--- src/rtl/vga_capture.sv ---
// VGA capture: locks onto incoming h/v sync timing and emits one write strobe
// per visible pixel with its coordinates and packed colour.
`timescale 1ns/1ps
module vga_capture #(
  parameter int H_VIS_AREA_PXL      = 800,
  parameter int H_FRONT_PORCH_PXL   = 40,
  parameter int H_SYNC_PULSE_PXL    = 128,
  parameter int H_BACK_PORCH_PXL    = 88,
  parameter int H_NUM_BITS          = 11,
  parameter int V_VIS_AREA_PXL      = 600,
  parameter int V_FRONT_PORCH_PXL   = 1,
  parameter int V_SYNC_PULSE_PXL    = 4,
  parameter int V_BACK_PORCH_PXL    = 23,
  parameter int V_NUM_BITS          = 10,
  parameter int RED_CHANNEL_WIDTH   = 3,
  parameter int GREEN_CHANNEL_WIDTH = 3,
  parameter int BLUE_CHANNEL_WIDTH  = 2,
  parameter int LOCK_FRAMES         = 2
) (
  input  logic                  clk,
  input  logic                  reset,
  input  logic [3:0]            red,
  input  logic [3:0]            green,
  input  logic [3:0]            blue,
  input  logic                  h_sync,
  input  logic                  v_sync,
  output logic                  wr_en,
  output logic [H_NUM_BITS-1:0] wr_x,
  output logic [V_NUM_BITS-1:0] wr_y,
  output logic [RED_CHANNEL_WIDTH+GREEN_CHANNEL_WIDTH+BLUE_CHANNEL_WIDTH-1:0] wr_color,
  output logic                  locked,
  output logic                  frame_done,
  output logic [H_NUM_BITS:0]   h_total,
  output logic [V_NUM_BITS:0]   v_total
);

  localparam int H_WHOLE = H_VIS_AREA_PXL + H_FRONT_PORCH_PXL + H_SYNC_PULSE_PXL + H_BACK_PORCH_PXL;
  localparam int V_WHOLE = V_VIS_AREA_PXL + V_FRONT_PORCH_PXL + V_SYNC_PULSE_PXL + V_BACK_PORCH_PXL;
  localparam int H_START = H_SYNC_PULSE_PXL + H_BACK_PORCH_PXL;
  localparam int V_START = V_SYNC_PULSE_PXL + V_BACK_PORCH_PXL;
  localparam int HW      = H_NUM_BITS + 1;
  localparam int VW      = V_NUM_BITS + 1;
  localparam int GW      = (LOCK_FRAMES < 2) ? 1 : $clog2(LOCK_FRAMES);

  localparam logic [HW-1:0] H_WHOLE_L = HW'(H_WHOLE);
  localparam logic [HW-1:0] H_SAT_L   = HW'(2 * H_WHOLE);
  localparam logic [HW-1:0] H_START_L = HW'(H_START);
  localparam logic [HW-1:0] H_END_L   = HW'(H_START + H_VIS_AREA_PXL);
  localparam logic [VW-1:0] V_WHOLE_L = VW'(V_WHOLE);
  localparam logic [VW-1:0] V_SAT_L   = VW'(2 * V_WHOLE);
  localparam logic [VW-1:0] V_START_L = VW'(V_START);
  localparam logic [VW-1:0] V_END_L   = VW'(V_START + V_VIS_AREA_PXL);
  localparam logic [H_NUM_BITS-1:0] X_LAST = H_NUM_BITS'(H_VIS_AREA_PXL - 1);
  localparam logic [V_NUM_BITS-1:0] Y_LAST = V_NUM_BITS'(V_VIS_AREA_PXL - 1);
  localparam logic [GW-1:0] LOCK_LAST = GW'(LOCK_FRAMES - 1);

  typedef enum logic [1:0] {SEARCH, VERIFY, LOCKED} state_t;

  state_t          state, state_next;
  logic [3:0]      red_s1, green_s1, blue_s1;
  logic            hs_s1, vs_s1, hs_prev, vs_prev;
  logic            h_fall, v_fall;
  logic [HW-1:0]   h_pos, h_cur, h_len;
  logic [VW-1:0]   v_line, v_cur, v_len;
  logic            h_seen, v_seen;
  logic            line_err, frame_err, timeout, frame_is_bad;
  logic [GW-1:0]   good_frames;
  logic            frame_bad, lock_hit, enter_search, visible;
  logic            unused_color_bits;

  // Only the channel MSBs reach wr_color; the remaining bits are parked here.
  assign unused_color_bits = ^{red_s1, green_s1, blue_s1};

  always_ff @(posedge clk) begin
    if (reset) begin
      red_s1   <= '0;
      green_s1 <= '0;
      blue_s1  <= '0;
      hs_s1    <= 1'b1;
      vs_s1    <= 1'b1;
      hs_prev  <= 1'b1;
      vs_prev  <= 1'b1;
    end else begin
      red_s1   <= red;
      green_s1 <= green;
      blue_s1  <= blue;
      hs_s1    <= h_sync;
      vs_s1    <= v_sync;
      hs_prev  <= hs_s1;
      vs_prev  <= vs_s1;
    end
  end

  assign h_fall = hs_prev & ~hs_s1;
  assign v_fall = vs_prev & ~vs_s1;

  // h_cur/v_cur are the coordinates of the sample currently held in S1.
  always_comb begin
    h_cur = h_pos;
    if (h_fall)
      h_cur = '0;
    else if (h_pos != H_SAT_L)
      h_cur = h_pos + 1'b1;
  end

  always_comb begin
    v_cur = v_line;
    if (v_fall)
      v_cur = '0;
    else if (h_fall && (v_line != V_SAT_L))
      v_cur = v_line + 1'b1;
  end

  assign h_len        = h_pos + 1'b1;
  assign v_len        = v_line + 1'b1;
  assign line_err     = h_fall & h_seen & (h_len != H_WHOLE_L);
  assign frame_err    = v_fall & v_seen & (v_len != V_WHOLE_L);
  assign timeout      = (h_cur == H_SAT_L) | (v_cur == V_SAT_L);
  assign frame_is_bad = frame_bad | line_err | frame_err;
  assign lock_hit     = (good_frames == LOCK_LAST);
  assign enter_search = (state != SEARCH) && (state_next == SEARCH);
  assign visible      = (h_cur >= H_START_L) && (h_cur < H_END_L) &&
                        (v_cur >= V_START_L) && (v_cur < V_END_L);

  always_ff @(posedge clk) begin
    if (reset) begin
      h_pos  <= '0;
      v_line <= '0;
    end else begin
      h_pos  <= h_cur;
      v_line <= v_cur;
    end
  end

  // Dropping back to SEARCH forgets earlier edges so the first new line/frame goes unmeasured.
  always_ff @(posedge clk) begin
    if (reset || enter_search) begin
      h_seen <= 1'b0;
      v_seen <= 1'b0;
    end else begin
      if (h_fall) h_seen <= 1'b1;
      if (v_fall) v_seen <= 1'b1;
    end
  end

  always_ff @(posedge clk) begin
    if (reset) begin
      h_total <= '0;
      v_total <= '0;
    end else begin
      if (h_fall && h_seen) h_total <= h_len;
      if (v_fall && v_seen) v_total <= v_len;
    end
  end

  always_ff @(posedge clk) begin
    if (reset) state <= SEARCH;
    else       state <= state_next;
  end

  always_comb begin
    state_next = state;
    case (state)
      SEARCH: if (v_fall) state_next = VERIFY;
      VERIFY: begin
        if (timeout)
          state_next = SEARCH;
        else if (v_fall && !frame_is_bad && lock_hit)
          state_next = LOCKED;
      end
      LOCKED: if (line_err || frame_err || timeout) state_next = SEARCH;
      default: state_next = SEARCH;
    endcase
  end

  always_comb begin
    locked = (state == LOCKED);
  end

  always_ff @(posedge clk) begin
    if (reset) begin
      good_frames <= '0;
      frame_bad   <= 1'b0;
    end else if (state == SEARCH) begin
      if (v_fall) begin
        good_frames <= '0;
        frame_bad   <= 1'b0;
      end
    end else if (state == VERIFY) begin
      if (v_fall) begin
        if (frame_is_bad)
          good_frames <= '0;
        else if (!lock_hit)
          good_frames <= good_frames + 1'b1;
        frame_bad <= 1'b0;
      end else if (line_err) begin
        frame_bad <= 1'b1;
      end
    end
  end

  always_ff @(posedge clk) begin
    if (reset) begin
      wr_en      <= 1'b0;
      wr_x       <= '0;
      wr_y       <= '0;
      wr_color   <= '0;
      frame_done <= 1'b0;
    end else begin
      wr_en      <= visible && (state == LOCKED);
      frame_done <= wr_en && (wr_x == X_LAST) && (wr_y == Y_LAST);
      if (visible && (state == LOCKED)) begin
        wr_x     <= H_NUM_BITS'(h_cur - H_START_L);
        wr_y     <= V_NUM_BITS'(v_cur - V_START_L);
        wr_color <= {red_s1[3 -: RED_CHANNEL_WIDTH],
                     green_s1[3 -: GREEN_CHANNEL_WIDTH],
                     blue_s1[3 -: BLUE_CHANNEL_WIDTH]};
      end
    end
  end

endmodule

--- config.mk ---
export PLATFORM = sky130hd
export DESIGN_NAME = vga_capture
export DESIGN_NICKNAME = d
export VERILOG_FILES = /design/src/rtl/vga_capture.sv
export SDC_FILE = /design/constraint.sdc
export NUM_CORES = 1
export LEC_CHECK = 0
export CAP_MARGIN = 25
export CELL_PAD_IN_SITES_DETAIL_PLACEMENT = 1
export CELL_PAD_IN_SITES_GLOBAL_PLACEMENT = 1
export CORE_MARGIN = 5
export CORE_UTILIZATION = 41
export CTS_CLUSTER_DIAMETER = 120
export DETAILED_ROUTE_END_ITERATION = 8
export PLACE_DENSITY_LB_ADDON = 0.05
export SLEW_MARGIN = 5
export SYNTH_ARGS = -nofsm -noshare
export SYNTH_HDL_FRONTEND = slang
export SYNTH_SLANG_ARGS = --single-unit
export TNS_END_PERCENT = 50
--- constraint.sdc ---
create_clock -name clk -period 3.2 [get_ports clk]
set_clock_uncertainty 0.05 [all_clocks]
set_input_delay 0.32 -clock clk [delete_from_list [all_inputs] [get_ports clk]]
set_output_delay 0.32 -clock clk [all_outputs]
set_load 0.03 [all_outputs]
==> flow_summary.yaml, run 1 <==
setup_path:
  cpPeakStageDelay_ns: 0.55
  path_cells: "nand3_2 -> or3_1 -> a2111oi_0 -> nor4bb_1 -> nor4_2 -> o311a_2 -> buf_12 -> mux2_2"
  required_ns: 3.38
  cp-start-kind: "flop"
  worst_setup_path_end_kind: "flop"
  r2r_end: "wr_x[2]"
  ff2ff_setup_slack_ns: 0.22
  cpLargestDelayFamily: "simple AND/OR/NAND/NOR gates"
  crit_fanout: 28
  cp_slowest_cell: "dfxtp_1"
  rr_startpoint: "h_pos[3]"
  critical_path_class: "reg2reg"
  worst_r2r_path_depth: 8
  path_buf_inv: 1
  critPathArrivalTime_ns: 3.16
sta:
  worst_pin_slew_ns: 0.602
  period_needed_ns: 2.98
  tns_ns: 0
  rsz0062_at_grt: "false"
  setup_viol: 0
  fmax_mhz: 336
  fin_crit_sh_pct: 93.1
  holdWs_ns: 0.410
  setup_ws_ns: 0.221
  relSlewSlack_pct: 59.8
  hold_viol: 0
  maxSlewViolCount: 0
synth:
  yosys.area.top_type_share_pct: 39.4
  syn_avg_cell_area_um2: 8.74
  synthCells: 552
  ys_seq_area_share_pct: 39.4
  synth.top_cells.by_count: "95 x dfxtp_1, 77 x nor2_1, 37 x nand2_1, 26 x xnor2_1, 25 x nor3_1"
  synth_cell_types: 72
  post-synth-top-area-cell: "dfxtp_1"
  syn_area_mm2: 0.00482
  ys_top_cells_by_area: "dfxtp_1 39%, nor2_1 6.0%, xnor2_1 4.7%"
  synth_edf_count: 0
  ys.flop_type: "dfxtp_1"
  ys_ff_latch: 95
  synth.most_common_cell: "dfxtp_1"
  postSynth.asyncResetShare_pct: 0
  syn_nets: 576
  yosys_warnings: 0
pwr:
  combPwrFrac_pct: 7.2
  vdd_drop_max_mv: 0.293
  switching_share_pct: 24.1
  power_density_mw_per_mm2: 399
  p_seq_share_pct: 50.8
  p_int_uw: 1820
  power_switching_uw: 581
  power_frac_clock_pct: 42.0
  p_leak_uw: 0.00205
  finalPower_uw: 2400
worst_hold_path:
  hold_class: "reg2reg"
  hold-path-cell-count: 1
  worstHoldStart: "vs_s1"
  min_to: "vs_prev"
run:
  cap_violations: 0
floorplan:
  core_mm2: 0.0115
  start_util_pct: 42.1
  die_width_um: 118
  pin_count: 71
  die_h_um: 118
  rows: 39
  dieArea_mm2: 0.0140
finish:
  syn_to_final_growth_pct: 24.9
  diodes: 0
  fillers: 1335
  final_cells: 772
  layout-drive-gt1-share_pct: 13.8
  layout.nets: 648
drt:
  wire_per_inst_um: 17.5
  route.detailed.drc: 0
  drtIter0Drc: 241
  via_per_inst: 5.47
  antenna_left: 0
  drt_first_pass_iters: 4
  totalWireLength_um: 13500
  num_vias: 4223
global_routing:
  groute.usage.overall_pct: 19.4
  grt_pass1_vias: 4288
  grt_pass1_wl_um: 22400
  antenna_found_initial: 0
  gr-total-overflow: 0
  grt_max_degree: 35
clocking:
  clock_latency_ns: 0.34
  numCtsBuffers: 9
  cts.sinks: 95
  root_buffer: "clkbuf_16"
  cts_hold_buf: 0
  cts_htree_levels: 3
  path_clk_slew_ns: 0.07
  cts_tree: "yes"
  cts.path.max_buffers: 2
placement:
  routabilityCongestion: 0.888
  dp_slack_ns: 0.120
  dp_hpwl_um: 10200
  place_inst: 754
  port_buffers: 66
status:
  status: "complete, no violations"
==> power groups by stage <==
stage	logic, uW	clock network, uW	registers [uW]
after floorplan	90.6	0	1260
after global placement	167	0	1250
after detailed placement	172	0	1250
after CTS	172	1040	1220
after global routing	190	1080	1230
final	173	1010	1220
==> how the worst max path moves through the flow <==
stage,from,end,slack [ns],depth (start not counted)
floorplan,h_pos[1],wr_x[9],0.41,12
global placement,v_line[2],wr_x[2],0.20,8
detailed placement,v_line[2],wr_x[2],0.12,8
CTS,v_line[2],wr_x[2],0.11,8
global route,h_pos[3],wr_y[8],0.007,10
finish,h_pos[3],wr_x[2],0.22,8
==> final cells by class <==
cell class,count,area [um^2],share of cell area (%)
repair buffers,102,938,15.6
multi-input cells,402,2670,44.3
well taps,143,179,2.97
flip-flops and latches,95,1910,31.7
inverters,14,52.6,0.872
clock inverters,5,33.8,0.561
clock buffers,11,243,4.03
==> flip-flops by register name (all words and copies together) (netlist names), 2 cells and up <==
| register | flops |
|---|---|
| state | 2 |
| blue_s1 | 2 |
| h_pos | 12 |
| v_line | 11 |
| red_s1 | 3 |
| wr_color | 8 |
| green_s1 | 3 |
| v_total | 11 |
| wr_y | 10 |
| h_total | 12 |
| wr_x | 11 |
==> logic make-up (layout without fill, tap and decap cells) <==
kind of cell / count (synthesis) / in the layout / share of synthesized area (%)
AOI/OAI and AO/OA: 98 / 99 / 15.5
xor gates and xnor gates: 37 / 37 / 6.88
adders and majority gates: 8 / 8 / 2.08
buffers and inverters: 56 / 132 / 5.60
DFF: 95 / 95 / 39.4
muxes: 19 / 19 / 3.97
and+or+nand+nor: 239 / 239 / 26.5
==> what timing repair did <==
item,CTS,global route
buffers inserted,0,1
resized for setup,0,7
endpoints found under the setup margin,0,27
==> layer usage <==
metal	vias to the layer above	wire length, um	share of wire [%]	global-route usage, %
li1	2105	-	-	-
met1	2013	6780	50	27.6
met3	14	791	5.9	4.82
met2	91	5720	42	28.6
met4	0	230	1.7	6.66
met5	-	0	0	0
==> layout by cell type, fill, tap and decap left out, types with 11 or more instances in the layout <==
cell type / instances
a21oi_1: 12
nor3_1: 25
nand3_1: 11
a211oi_1: 23
nor2_1: 77
buf_4: 35
nand2_1: 37
nor2b_1: 16
clkdlybuf4s50_1: 65
o21ai_0: 15
xnor2_1: 26
dfxtp_1: 91
mux2i_1: 18
inv_1: 14
==> metrics by stage <==
| step | instance area [um^2] | util (%) |
|---|---|---|
| 2_1_floorplan | 4820 | - |
| 3_3_place_gp | 5720 | 49.8 |
| 3_5_place_dp | 5720 | 49.8 |
| 4_1_cts | 5990 | 52.3 |
| 5_1_grt | 6020 | 52.5 |
| 6_report | 6020 | 52.5 |
Note: power is estimated with default switching activity, not from simulation.
==> run 2: changes to the inputs <==
--- a/config.mk
+++ b/config.mk
@@ -12,7 +12,7 @@
 export CORE_UTILIZATION = 41
 export CTS_CLUSTER_DIAMETER = 120
 export DETAILED_ROUTE_END_ITERATION = 8
-export PLACE_DENSITY_LB_ADDON = 0.05
+export PLACE_DENSITY_LB_ADDON = 0.1
 export SLEW_MARGIN = 5
 export SYNTH_ARGS = -nofsm -noshare
 export SYNTH_HDL_FRONTEND = slang
==> flow_summary.yaml, run 2 (synthesized netlist as in run 1, its figures left out) <==
status:
  status: "complete, no violations"
drt:
  wire_per_inst_um: 18.1
  drtIter0Drc: 297
  drt-met1-wl_um: 6860
  top_layer_used: "met4"
  num_vias: 4280
  drt_first_pass_iters: 4
  wl_met2_um: 6060
  wl_met3_um: 701
  via_per_inst: 5.57
  antenna_left: 0
  route.detailed.drc: 0
  totalWireLength_um: 13900
setup_path:
  critical_path_class: "reg2reg"
  r2r_end: "wr_x[2]"
  rr_startpoint: "h_pos[0]"
  worst_setup_path_end_kind: "flop"
  setup.worst_path.start: "h_pos[0]"
  worst_r2r_path_depth: 10
  cp-start-kind: "flop"
  crit_fanout: 19
  critPathArrivalTime_ns: 3.19
  ff2ff_setup_slack_ns: 0.20
  crit_end: "wr_x[2]"
  required_ns: 3.38
clocking:
  cts.path.max_buffers: 2
  path_clk_slew_ns: 0.06
  clock_latency_ns: 0.35
  cts_htree_levels: 3
  post_cts_buffers: 0
  cts.sinks: 95
  cts_tree: "yes"
  root_buffer: "clkbuf_16"
  numCtsBuffers: 9
sta:
  period_needed_ns: 3.00
  maxSlewViolCount: 0
  hold_viol: 0
  rsz0062_at_grt: "false"
  fin_crit_sh_pct: 93.8
  worst_pin_slew_ns: 0.525
  holdWs_ns: 0.325
  relSlewSlack_pct: 64.7
  setup_viol: 0
  tns_ns: 0
  fmax_mhz: 333
floorplan:
  start_util_pct: 42.1
  die_width_um: 118
  pin_count: 71
  core_mm2: 0.0115
  rows: 39
  dieArea_mm2: 0.0140
  die_h_um: 118
pwr:
  p_leak_uw: 0.00210
  power_density_mw_per_mm2: 399
  vdd_drop_max_mv: 0.245
finish:
  layout-drive-gt1-share_pct: 13.3
  syn_to_final_growth_pct: 25.2
  layout.nets: 646
  layout_common_cells: "95 x dfxtp_1, 77 x nor2_1, 65 x clkdlybuf4s50_1"
  diodes: 0
  reg_top3: "h_pos x12, h_total x12"
  final_common_cell: "dfxtp_1"
placement:
  dp_hpwl_um: 10400
  port_buffers: 66
  routabilityCongestion: 0.928
worst_hold_path:
  hold_class: "in2reg"
global_routing:
  grt_pass1_wl_um: 23000
  antenna_found_initial: 0
  groute.usage.overall_pct: 20.0
  gr-total-overflow: 0
  grt_max_degree: 48
  grt_pass1_vias: 4504
run:
  cap_violations: 0
-- run 2: cell count changes in the layout (fill, tap and decap cells not counted), sizes merged --
cell	previous run	this run
clkinvlp	2	0
a31oi	6	5
buf	37	36
clkbuf	11	12
-- run 2: layout make-up --
type	count	area, um^2
fillers	1361	5430
multi-input cells	401	2690
flip-flops and latches	95	1900
repair buffers	101	943
clock buffers	12	256
well taps	143	179
inverters	14	52.6
clock inverters	3	18.8
-- run 2: power by group --
part           leakage [uW]  internal [uW]  switching, uW
Combinational       0.00119           69.4            103
Sequential         0.000770           1210           16.8
Clock              0.000138            564            450
-- run 2: per-stage QoR --
step	worst slack, ns	utilization, %	area (um^2)	std cells	total power [uW]
floorplan	0.406	-	4820	552	1350
global placement	0.196	50.0	5730	754	1410
detailed placement	0.121	50.0	5730	754	1420
CTS	0.0971	52.4	6000	769	2430
global route	0.0173	52.7	6040	769	2500
finish	0.199	52.7	6040	769	2410
-- run 2: how the worst min path moves through the flow --
stage | endpoint | startpoint | slack (ns) | cells after the start
5_1_grt | wr_color[3] | reset | 0.34 | 2
3_5_place_dp | wr_color[5] | red_s1[1] | 0.41 | 2
4_1_cts | wr_y[3] | reset | 0.32 | 2
3_3_place_gp | vs_prev | vs_s1 | 0.39 | 1
6_report | wr_y[3] | reset | 0.33 | 2
2_1_floorplan | hs_s1 | h_sync | 0.37 | 1
-- run 2: worst max-delay path: stages (launching register included) --
cell     delay (ns)
dfxtp_1        0.56
ha_1           0.26
nand2_2        0.10
nor4_1         0.32
buf_4          0.18
xnor2_1        0.13
nand3_1        0.12
nor4_2         0.35
o311a_2        0.31
buf_12         0.16
mux2_2         0.33
-- run 2: metal layers --
| layer | track usage (%) | up-vias |
|---|---|---|
| met2 | 30.8 | 91 |
| met4 | 7.44 | 0 |
| met5 | 0 | - |
| met3 | 4.78 | 18 |
| li1 | - | 2106 |
| met1 | 27.5 | 2065 |
-- run 2: repair_timing --
action	4_1_cts	5_1_grt
hold buffers	0	0
resized for setup	0	8
setup endpoints to repair	0	27
